[config.mk]
export PLATFORM = sky130hd
export DESIGN_NAME = bit_serializer
export DESIGN_NICKNAME = d
export VERILOG_FILES = /design/src/rtl/bit_serializer.sv
export SDC_FILE = /design/constraint.sdc
export NUM_CORES = 1
export LEC_CHECK = 0
export BUFFER_PORTS_ARGS = -buffer_cell sky130_fd_sc_hd__buf_2
export CELL_PAD_IN_SITES_DETAIL_PLACEMENT = 0
export CELL_PAD_IN_SITES_GLOBAL_PLACEMENT = 1
export CORE_ASPECT_RATIO = 1.4
export CORE_MARGIN = 4
export CORE_UTILIZATION = 40
export CTS_CLUSTER_SIZE = 8
export DETAILED_ROUTE_END_ITERATION = 6
export GPL_TIMING_DRIVEN = 0
export PLACE_DENSITY_LB_ADDON = 0.1
export RECOVER_POWER = 100
export SYNTH_ARGS = -nofsm -noshare
export SYNTH_HDL_FRONTEND = slang
export SYNTH_SLANG_ARGS = --single-unit
[constraint.sdc]
create_clock -name clk -period 2.9 [get_ports clk]
set_input_delay 0.87 -clock clk [delete_from_list [all_inputs] [get_ports clk]]
set_output_delay 0.87 -clock clk [all_outputs]
set_load 0.05 [all_outputs]
[src/rtl/bit_serializer.sv]
// Parallel-to-serial converter: valid/ready word input, one-word holding buffer,
// per-word MSB/LSB-first bit order, gapless back-to-back streaming on dout.
module bit_serializer #(
  parameter int unsigned WIDTH = 8
) (
  input  logic             clk,
  input  logic             rst_n,
  input  logic [WIDTH-1:0] din,
  input  logic             din_vld,
  output logic             din_rdy,
  input  logic             sel,
  output logic             dout,
  output logic             dout_vld,
  output logic             sof,
  output logic             busy
);

  localparam int unsigned CW = (WIDTH > 1) ? $clog2(WIDTH) : 1;
  localparam logic [CW-1:0] LAST = CW'(WIDTH - 1);

  typedef enum logic {
    IDLE  = 1'b0,
    SHIFT = 1'b1
  } state_e;

  state_e           state_q, state_d;
  logic [WIDTH-1:0] buf_word_q, buf_word_d;
  logic             buf_sel_q, buf_sel_d;
  logic             buf_full_q, buf_full_d;
  logic [WIDTH-1:0] sh_word_q, sh_word_d;
  logic             sh_sel_q, sh_sel_d;
  logic [CW-1:0]    cnt_q, cnt_d;
  logic             dout_q, dout_d;
  logic             dout_vld_q, dout_vld_d;
  logic             sof_q, sof_d;
  logic             busy_q, busy_d;

  logic             accept_c;
  logic             load_c;
  logic [CW-1:0]    idx_c;

  assign din_rdy  = !buf_full_q;
  assign dout     = dout_q;
  assign dout_vld = dout_vld_q;
  assign sof      = sof_q;
  assign busy     = busy_q;

  // Next state; outputs are precomputed from next state so they can be registered.
  always_comb begin
    state_d    = state_q;
    buf_word_d = buf_word_q;
    buf_sel_d  = buf_sel_q;
    buf_full_d = buf_full_q;
    sh_word_d  = sh_word_q;
    sh_sel_d   = sh_sel_q;
    cnt_d      = cnt_q;

    accept_c = din_vld && !buf_full_q;
    load_c   = buf_full_q && ((state_q == IDLE) || (cnt_q == LAST));

    if (load_c) begin
      sh_word_d  = buf_word_q;
      sh_sel_d   = buf_sel_q;
      cnt_d      = '0;
      state_d    = SHIFT;
      buf_full_d = 1'b0;
    end else if (state_q == SHIFT) begin
      if (cnt_q == LAST) begin
        state_d = IDLE;
        cnt_d   = '0;
      end else begin
        cnt_d = cnt_q + CW'(1);
      end
    end

    // Load and accept are exclusive: load needs a full buffer, accept an empty one.
    if (accept_c) begin
      buf_word_d = din;
      buf_sel_d  = sel;
      buf_full_d = 1'b1;
    end

    idx_c      = sh_sel_d ? (LAST - cnt_d) : cnt_d;
    dout_vld_d = (state_d == SHIFT);
    dout_d     = dout_vld_d && sh_word_d[idx_c];
    sof_d      = dout_vld_d && (cnt_d == '0);
    busy_d     = dout_vld_d || buf_full_d;
  end

  always_ff @(posedge clk or negedge rst_n) begin
    if (!rst_n) begin
      state_q    <= IDLE;
      buf_word_q <= '0;
      buf_sel_q  <= 1'b0;
      buf_full_q <= 1'b0;
      sh_word_q  <= '0;
      sh_sel_q   <= 1'b0;
      cnt_q      <= '0;
      dout_q     <= 1'b0;
      dout_vld_q <= 1'b0;
      sof_q      <= 1'b0;
      busy_q     <= 1'b0;
    end else begin
      state_q    <= state_d;
      buf_word_q <= buf_word_d;
      buf_sel_q  <= buf_sel_d;
      buf_full_q <= buf_full_d;
      sh_word_q  <= sh_word_d;
      sh_sel_q   <= sh_sel_d;
      cnt_q      <= cnt_d;
      dout_q     <= dout_d;
      dout_vld_q <= dout_vld_d;
      sof_q      <= sof_d;
      busy_q     <= busy_d;
    end
  end

endmodule

==> results.toml <==
[outcome]
status = "completed"

[route]
drc = 0
drt_first_pass_iters = 4
route.antenna.remaining_nets = 0
viasPerCell = 4.969
vias = 795
drt-wirelength-per-cell_um = 13.42
finalWirelength_mm = 2.147
drtIter0Drc = 8

[clocking]
clk_transition_reported_paths_ns = 0.08
cts-resized-gates = 0
cts.hold.buffers_added = 0
clock_latency_ns = 0.26
postCtsSetupBuffers = 0
cts_max_path_buffers = 2
cts_buffers = 3
tritoncts = "built"
clock_sinks = 26
htreeDepth = 1
cts_root_buffer = "clkbuf_8"

[layout]
fin_area_um2 = 1381
final_common_cell = "dfrtp_1"
final_cell_mix = "26 x dfrtp_1, 22 x nand2_1, 15 x mux2_2"
n_fill_cell = 276
nNetsFinal = 138
diodes = 0
area_growth_pct = 14.29
drive_gt1_frac = 0.3089
fin_util = 0.4800

[synthesis]
ys_seq_area_frac = 0.5383
netlist-cell-type-count = 29
ys_ff_latch = 26
synth_nets = 117
synth_area_per_cell_um2 = 11.73
netlist_instances = 103
synthesis.area_um2 = 1209
yosys_warnings = 0

[timing]
worstMarginPinSlew_ns = 1.380
setup_viol = 0
min_period_ns = 2.482
rsz0062_at_grt = "false"
finClkSkew_ns = 0.001454
setup_tns_ns = 0
fin_crit_sh = 0.8557
relSlewSlack = 0.07993
holdWs_ns = 0.4709
fmax_mhz = 403.0
finalHoldViolCount = 0
slew_viol_final = 0
setup_ws_ns = 0.4185

[floorplan]
io_pins = 17
initial_core_util = 0.4200
die_w_um = 54.46
row_count = 23
die_area_um2 = 3977
die_y_um = 73.04
core_region_area_um2 = 2878

[grt]
track_usage = 0.1317
grt_overflow = 0
antenna_found_initial = 0
grt_pass1_vias = 840
grt_max_degree = 27
grt_first_pass_wirelength_mm = 3.829

[worst_setup_path]
crit_fanout = 9
worstSetupStartpointType = "flop"
max_stage_delay_ns = 0.45
path_buf_inv = 0
path_delay_family = "multiplexers"
crit_slowest_cell = "dfrtp_1"
critPathCaptureType = "flop"
criticalPathCategory = "flop to flop"
critPathArrivalTime_ns = 2.63
path_cells = "ha_1, ha_1, and2b_1, nor2_2, mux2_2, mux2_2, o22ai_1, o22ai_1"
worstPathRequired_ns = 3.05

[run]
maxCapViolCount = 0

[power_and_ir_drop]
ir_drop_mv = 0.4614
p_leak_uw = 0.0006154
p_per_area_nw_per_um2 = 1276

[placement]
post_dp_cell_area_um2 = 1335
place_ws_ns = 0.3926
routabilityCongestion = 0.7240
io_buffers = 16
dpl.hpwl_mm = 1.613

[min_path]
worst_hold_path_type = "flop to flop"
==> metrics by stage <==
step | power, uW | instances
detailed placement | 1575 | 156
CTS | 1808 | 160
floorplan | 1378 | 103
global placement | 1553 | 156
global route | 1929 | 160
finish | 1763 | 160
==> power by group <==
part	leakage, uW	switching (uW)	internal (uW)	total, uW
clock network	0.0000288	107	121	229
logic	0.000279	492	418	910
registers	0.000307	87.8	536	624
total	0.000615	687	1080	1760
==> area by class of cell <==
type	count	area, um^2	share of cell area
buffer	4	31.28	0.02265
multi-input combinational	72	521.8	0.3777
timing repair buffer	16	72.57	0.05254
inverter	1	3.754	0.002717
clock buffer	4	55.05	0.03986
sequential	26	650.6	0.4710
tap	37	46.29	0.03351
==> metal layers <==
metal | GRT usage | wire, um | vias to the layer above
met2 | 0.2197 | 1145 | 13
met5 | 0 | 0 | -
met3 | 0.02454 | 74 | 2
met1 | 0.1638 | 909 | 382
met4 | 0.04986 | 17 | 0
li1 | - | - | 398
==> flip-flops by register name, indices dropped and copies added (netlist names) <==
| signal | flops |
|---|---|
| cnt_q | 3 |
| sh_sel_q | 1 |
| dout_vld | 1 |
| buf_full_q | 1 |
| busy | 1 |
| sof | 1 |
| dout | 1 |
| buf_sel_q | 1 |
| buf_word_q | 8 |
| sh_word_q | 8 |
==> cell usage after synthesis <==
library cell  number  area [um^2]
a211oi_1           1        7.510
a211oi_2           2        25.02
a21o_1             1        7.510
a21oi_1            3        15.01
a31o_2             2        17.52
a31oi_1            1        6.260
and2b_2            1        8.760
buf_2              1        5.000
buf_6              2        22.52
clkbuf_1           1        3.750
dfrtp_1           26        650.6
ha_1               2        25.02
inv_1              1        3.750
mux2_2            16        180.2
mux2i_1            1        10.01
nand2_1           22        82.58
nand2b_1           1        6.260
nor2_1             3        11.26
nor2_2             1        6.260
nor2b_1            2        12.51
nor3b_1            2        15.01
nor4b_1            1        8.760
o211ai_1           1        7.510
o21ai_0            2        10.01
o22ai_1            3        18.77
o31a_2             1        10.01
or3_1              1        6.260
xnor2_2            1        16.27
xor2_1             1        8.760
==> final timing paths <==
path | startpoint | to | slack (ns) | cells after the start
min reg2reg | buf_word_q[4] | sh_word_q[4] | 0.47 | 2
max in group asynchronous | rst_n | buf_word_q[7] | 1.19 | 1
min | buf_word_q[4] | sh_word_q[4] | 0.47 | 2
min in group asynchronous | rst_n | busy | 0.90 | 1
max | cnt_q[0] | dout | 0.42 | 8
max reg2reg | cnt_q[0] | dout | 0.42 | 8
==> logic make-up after synthesis <==
| family | count (synthesis) | synth area share |
|---|---|---|
| AOI/OAI and AO/OA | 17 | 0.1035 |
| xor gates and xnor gates | 2 | 0.02071 |
| adders and majority gates | 2 | 0.02070 |
| buffers and inverters | 5 | 0.02897 |
| DFF | 26 | 0.5383 |
| muxes | 17 | 0.1573 |
| and+or+nand+nor | 34 | 0.1304 |
==> worst min-delay path, delay by kind of cell (launching register included) <==
kind / cells / cell delay, ns
flip-flops: 1 / 0.35
AND/OR/NAND/NOR: 2 / 0.10
No activity file was read; power rests on OpenSTA's default activity.
